$ cat src/rtl/arbitro_memoria.sv
`default_nettype none
// arbitro_memoria: serialises instruction-fetch and data accesses onto one
// single-ported memory. Data has priority. The unit drives the pipeline stall and aborts any access that waits too long.
module arbitro_memoria #(
   parameter int ADDR_W  = 32,
   parameter int DATA_W  = 32,
   parameter int TIMEOUT = 255
) (
   input  logic              clock,
   input  logic              reset,
   // instruction-fetch client
   input  logic              inst_req,
   input  logic [ADDR_W-1:0] inst_addr,
   output logic [DATA_W-1:0] inst_rdata,
   output logic              inst_done,
   // data client
   input  logic              data_req,
   input  logic              data_we,
   input  logic [ADDR_W-1:0] data_addr,
   input  logic [DATA_W-1:0] data_wdata,
   output logic [DATA_W-1:0] data_rdata,
   output logic              data_done,
   // pipeline control
   output logic              cpu_stall,
   // shared memory port
   output logic              mem_req,
   output logic              mem_we,
   output logic [ADDR_W-1:0] mem_addr,
   output logic [DATA_W-1:0] mem_wdata,
   input  logic [DATA_W-1:0] mem_rdata,
   input  logic              mem_ready,
   output logic              bus_error
);

   localparam int CNT_W = $clog2(TIMEOUT + 1);
   localparam logic [CNT_W-1:0] CNT_LAST = CNT_W'(TIMEOUT - 1);

   typedef enum logic [1:0] {
      IDLE      = 2'd0,
      DATA_WAIT = 2'd1,
      INST_WAIT = 2'd2
   } state_t;

   state_t           state;
   state_t           state_nxt;
   logic [CNT_W-1:0] wait_cnt;

   logic accept_data;
   logic accept_inst;
   logic finish;
   logic abort;
   logic waiting;

   assign waiting = (state == DATA_WAIT) || (state == INST_WAIT);

   // Stall drops in the done cycle so the pipeline advances once per access.
   assign cpu_stall = (inst_req & ~inst_done) | (data_req & ~data_done);

   always_ff @(posedge clock or posedge reset) begin
      if (reset) begin
         state <= IDLE;
      end else begin
         state <= state_nxt;
      end
   end

   always_comb begin
      state_nxt   = state;
      accept_data = 1'b0;
      accept_inst = 1'b0;
      finish      = 1'b0;
      abort       = 1'b0;
      case (state)
         IDLE: begin
            // A request whose done pulse is still high is the one just
            // served; masking it prevents a duplicate access.
            if (data_req && !data_done) begin
               state_nxt   = DATA_WAIT;
               accept_data = 1'b1;
            end else if (inst_req && !inst_done) begin
               state_nxt   = INST_WAIT;
               accept_inst = 1'b1;
            end
         end
         DATA_WAIT, INST_WAIT: begin
            if (mem_ready) begin
               finish    = 1'b1;
               state_nxt = IDLE;
            end else if (wait_cnt == CNT_LAST) begin
               abort     = 1'b1;
               state_nxt = IDLE;
            end
         end
         default: begin
            state_nxt = IDLE;
         end
      endcase
   end

   // Memory request channel: address, data and direction are frozen while
   // mem_req is high.
   always_ff @(posedge clock or posedge reset) begin
      if (reset) begin
         mem_req   <= 1'b0;
         mem_we    <= 1'b0;
         mem_addr  <= '0;
         mem_wdata <= '0;
      end else if (accept_data) begin
         mem_req   <= 1'b1;
         mem_we    <= data_we;
         mem_addr  <= data_addr;
         mem_wdata <= data_wdata;
      end else if (accept_inst) begin
         mem_req   <= 1'b1;
         mem_we    <= 1'b0;
         mem_addr  <= inst_addr;
      end else if (finish || abort) begin
         mem_req   <= 1'b0;
         mem_we    <= 1'b0;
      end
   end

   always_ff @(posedge clock or posedge reset) begin
      if (reset) begin
         wait_cnt <= '0;
      end else if (accept_data || accept_inst) begin
         wait_cnt <= '0;
      end else if (waiting && !mem_ready) begin
         wait_cnt <= wait_cnt + 1'b1;
      end
   end

   always_ff @(posedge clock or posedge reset) begin
      if (reset) begin
         inst_done  <= 1'b0;
         data_done  <= 1'b0;
         inst_rdata <= '0;
         data_rdata <= '0;
         bus_error  <= 1'b0;
      end else begin
         inst_done <= (finish || abort) && (state == INST_WAIT);
         data_done <= (finish || abort) && (state == DATA_WAIT);
         if (state == INST_WAIT) begin
            if (abort) begin
               inst_rdata <= '0;
            end else if (finish) begin
               inst_rdata <= mem_rdata;
            end
         end
         // Stores leave the load result register untouched.
         if (state == DATA_WAIT) begin
            if (abort) begin
               data_rdata <= '0;
            end else if (finish && !mem_we) begin
               data_rdata <= mem_rdata;
            end
         end
         if (abort) begin
            bus_error <= 1'b1;
         end
      end
   end

endmodule
`default_nettype wire

$ cat config.mk
export PLATFORM = sky130hd
export DESIGN_NAME = arbitro_memoria
export DESIGN_NICKNAME = d
export VERILOG_FILES = /design/src/rtl/arbitro_memoria.sv
export SDC_FILE = /design/constraint.sdc
export NUM_CORES = 1
export LEC_CHECK = 0
export ABC_AREA = 1
export BUFFER_PORTS_ARGS = -buffer_cell sky130_fd_sc_hd__buf_2
export CAP_MARGIN = 40
export CORE_MARGIN = 2
export CORE_UTILIZATION = 49
export CTS_BUF_LIST = sky130_fd_sc_hd__clkbuf_4 sky130_fd_sc_hd__clkbuf_8
export CTS_CLUSTER_DIAMETER = 120
export DETAILED_ROUTE_END_ITERATION = 8
export PLACE_DENSITY_LB_ADDON = 0.15
export SYNTH_ARGS = -nofsm -noshare
export SYNTH_HDL_FRONTEND = slang
export SYNTH_SLANG_ARGS = --single-unit
$ cat constraint.sdc
create_clock -name clock -period 5.2 [get_ports clock]
set_input_delay 0.52 -clock clock [delete_from_list [all_inputs] [get_ports clock]]
set_output_delay 0.52 -clock clock [all_outputs]
set_load 0.02 [all_outputs]
* Yosys cells after proc, flatten, opt, wreduce, memory -nomap -nowiden
Index checks and enable logic that the tools add are counted.
Word-level totals: memories kept 0, bits in latches 0, input bits 134, memory bits (read-only) 0, logic and storage cells 73, memory bits (writable) 0, flip-flop bits (word level) 143
Cells by class: reductions and logical operators 23, multiply operators 0, shifts and indexed selects 0, $lt $le $gt $ge 0, bitwise logic cells 5, muxes and demuxes 28, divide/modulo/power cells 0, add/sub/neg operators 1, equality and inequality tests 5
Operator list (count):
- 32-bit two-way mux | 6
- 8-bit two-way mux | 2
- 1-bit two-way mux | 15
- 8-bit by 1-bit adder with 8-bit output (second input constant) | 1
- 8-bit equality test (second input constant) | 1
- 2-bit two-way mux | 4
- 2-bit nonzero test | 4
- 1-bit logical AND | 6
- 3-bit != test (second input constant) | 2
- 2-bit AND reduction | 3
- 1-bit logical NOT | 4
- 2-bit one-hot mux with 2 select lines | 1
- 1-bit logical OR | 3
- 3-bit nonzero test | 1
- 1-bit AND | 2
- 2-bit by 1-bit equality test with 1-bit output (second input constant) | 1
- 2-bit equality test (second input constant) | 1
- 2-bit logical NOT | 1
- 1-bit inverter | 2
- 2-bit OR reduction | 1
- 1-bit bitwise OR | 1

* Logic depth before layout (Yosys ltp)
word-level depth 8, gate-level depth with buffers 11, mapped depth without buffers 9

* Worst setup path before layout
No wires, ideal clock.
path type reg-to-reg, start point register state[0], end point register inst_rdata[0], required time 5.083 ns, slack 3.539 ns, buffers on the path 2, period minus slack after synthesis 1.661 ns, stages on the path, launching flop included 12, arrival time 1.543 ns, cell sequence dfrtp_1 > inv_1 > ha_1 > buf_4 > inv_2 > nor2_2 > nand3_4 > nand2_2 > nand2_2 > buf_6 > nand2_1 > nand2_1
On the way: longest elaborated chain between the ends 5
RTL lines:
- start: declaration | RTL line 44 | state_t state;
- start signal: assignment | RTL line 63 | state <= state_nxt;
- 2-bit by 1-bit equality test with 1-bit output / 2-bit equality test (equally long branches) | RTL line 73, 143
- 2-bit OR reduction | RTL line 73 | case (state)
- 1-bit two-way mux | RTL line 73
- 2-bit nonzero test (no line)
- 2-bit AND reduction (no line)
- end signal: assignment | RTL line 147 | inst_rdata <= mem_rdata;
- end: declaration | RTL line 14 | output logic [DATA_W-1:0] inst_rdata,
Parallel ways exist; a longest one is shown, timed or not. A chain may end at the register's enable or synchronous reset.

* Worst setup path in the final report
start point register state[0], end point register inst_rdata[30]
The elaborated chain is that of the path after synthesis.

==> results.yml <==
timing:
  slew_headroom: 0.552
  setup_viol: 0
  slew_violations: 0
  finalCriticalPeriod_ns: 2.74
  hold_violations: 0
  rsz0062_at_grt: "no"
  skew_ns: 0.00693
  tightestPinTransition_ns: 0.669
  setup_tns_ns: 0
  fmax_mhz: 365
  min_period_over_period: 0.527
critical_path:
  cp.arrival_ns: 3.06
  critPathLaunchType: "flop"
  required_ns: 5.53
  critPathCaptureType: "flop"
  crit_type: "reg -> reg"
  crit_fanout: 36
cells_and_area:
  drive_gt1_frac: 0.325
  n_fill_cell: 1131
  multi_input_area_mm2: 0.00226
  stdcell_area_mm2: 0.00810
  fin_nets: 1122
  final_cells: 1169
  area_delta_synth_final_pct: 31.1
  final-seq-area_mm2: 0.00358
yosys:
  synth_largest_area_cell: "dfrtp_1"
  yosys_register_bits: 143
  synth_warnings: 0
  avgSynthCellArea_um2: 8.40
  yosys.area.top_type_share: 0.579
  yosys_most_used_dff: "dfrtp_1"
  synth_nets: 875
  ys_top_cells_by_count: "317 x nand2_1, 143 x dfrtp_1, 77 x nor2_1, 65 x nand4_1, 27 x clkbuf_1"
  synth.most_common_cell: "nand2_1"
  async_flop_share: 1.00
  ys_seq_area_frac: 0.579
  synth_edf_count: 0
  synth_area_mm2: 0.00618
  synth_cell_types: 21
  netlist_top_cells_area: "dfrtp_1 58%, nand2_1 19%, nand4_1 6.6%, nor2_1 4.7%, o21ai_0 1.9%"
  syn_inst: 736
floorplanning:
  die_height_um: 116
  die_w_um: 116
  die_area_mm2: 0.0135
  io_pins: 268
  core-area_mm2: 0.0125
  initial_utilization: 0.496
  rows: 41
pwr:
  power.density_mw_per_mm2: 643
  p_sw_mw: 2.27
  power_frac_clock: 0.202
  peakVddDrop_uv: 289
  p_leak_nw: 4.69
  p_int_mw: 2.94
  seqPwrFrac: 0.357
  combinationalPowerShare: 0.441
  p_sw_frac: 0.435
route:
  vias_per_cell: 4.95
  dr.pass1.iters: 5
  drtAntennaViolNets: 0
  wl_per_cell_um: 14.5
  remaining_drc_errors: 0
  drt_iter0_drc: 424
  wirelength_um: 17000
  vias: 5785
clock_network:
  clock_latency_ns: 0.44
  cts_setup_buffers: 0
  cts_buffers: 17
  clock-root-buffer: "clkbuf_8"
  clkTransAtPathRegs_ns: 0.08
  htreeDepth: 4
  tritoncts: "done"
  cts.sinks: 143
  clock_path_buffers: 2
global_route:
  first_global_vias: 5350
  grt_pass1_wl_um: 26400
  antenna_found_initial: 1
  grt_max_degree: 93
  grt-ovfl-total: 0
  grt_util_all_layers: 0.253
placement:
  place_congestion: 0.791
  dp_cells: 1135
  placed_area_mm2: 0.00761
  port_buffers: 267
  dp_hpwl_um: 11900
job:
  cap_violations: 0
worst_hold_path:
  hold_class: "in -> reg"
run_status:
  status: "complete, no violations"
power by group through the flow:
stage	Combinational (mW)	Sequential (mW)	Clock [mW]
global placement	2.21	1.87	0
global route	2.54	1.92	1.12
finish	2.30	1.86	1.05
CTS	2.32	1.86	1.07
floorplan	0.909	2.44	0
detailed placement	2.32	1.86	0
final timing paths:
check	startpoint	endpoint	slack, ns	depth (start not counted)
setup / recovery	state[0]$_DFFE_PP0P_	inst_rdata[30]$_DFFE_PP0P_	2.46	9
hold / removal	data_wdata[22]	mem_wdata[22]$_DFFE_PP0N_	0.27	3
setup reg to reg	state[0]$_DFFE_PP0P_	inst_rdata[30]$_DFFE_PP0P_	2.46	9
hold reg to reg	inst_rdata[9]$_DFFE_PP0P_	inst_rdata[9]$_DFFE_PP0P_	0.47	2
max in group asynchronous	reset	mem_wdata[21]$_DFFE_PP0N_	3.48	5
min in group asynchronous	reset	mem_wdata[22]$_DFFE_PP0N_	0.52	3
registers in the layout, summed over array words and instances (netlist names):
signal,count
data_rdata,32
inst_rdata,32
mem_addr,32
mem_wdata,32
wait_cnt,8
state,2
bus_error,1
data_done,1
inst_done,1
mem_req,1
mem_we,1
cells by family after synthesis:
group	after synthesis	share of synthesized area
compound gates	41	0.0338
fa+ha+maj	5	0.0101
simple gates	474	0.322
buf+inv	73	0.0557
flops	143	0.579
placed cells by master, fill, tap and decap left out, types with 2 or more instances in the layout:
master and count:
nand2_1 316, buf_2 267, bufinv_16 5, nand4_1 65, o21ai_1 14, inv_2 4, buf_16 2, o21ai_0 23
nand2_2 6, a21oi_1 3, nand3_1 5, ha_1 5, clkinvlp_4 2, nor2_1 77, dfrtp_1 143, inv_1 19
clkbuf_8 21, nor2_2 2, clkbuf_4 2, buf_4 6
cell type report:
class,count,share of cell area
Inverter,24,0.0117
Multi-Input combinational cell,520,0.279
Sequential cell,143,0.442
Tap cell,172,0.0266
Antenna cell,1,0.000309
Timing Repair Buffer,277,0.181
Clock inverter,9,0.0221
Clock buffer,23,0.0375
routing by layer:
layer / share of wire / global-route usage / up-vias
met4: 0.031 / 0.105 / 0
met2: 0.47 / 0.396 / 263
li1: - / - / 2841
met1: 0.41 / 0.333 / 2640
met3: 0.084 / 0.0716 / 41
met5: 0 / 0 / -
critical path, stage by stage (launching register included):
cell     delay, ns
dfrtp_1       0.38
inv_1         0.07
ha_1          0.67
inv_2         0.06
nor2_2        0.21
nand3_4       0.38
nand2_2       0.19
nand2_2       0.38
nand2_1       0.20
nand2_1       0.08
repair_timing:
item / CTS / global route
endpoints found under the hold margin: 11 / 0
hold buffers: 1 / 0
resized for setup: 0 / 0
per-stage QoR:
stage	setup slack [ns]	util	hold slack (ns)	power, mW
finish	2.46	0.650	0.266	5.21
CTS	2.47	0.650	0.230	5.25
detailed placement	2.49	0.610	0.438	4.18
floorplan	0.842	-	0.467	3.34
global route	2.20	0.650	0.247	5.58
global placement	2.20	0.604	0.450	4.08
No activity file was read; power rests on OpenSTA's default activity.
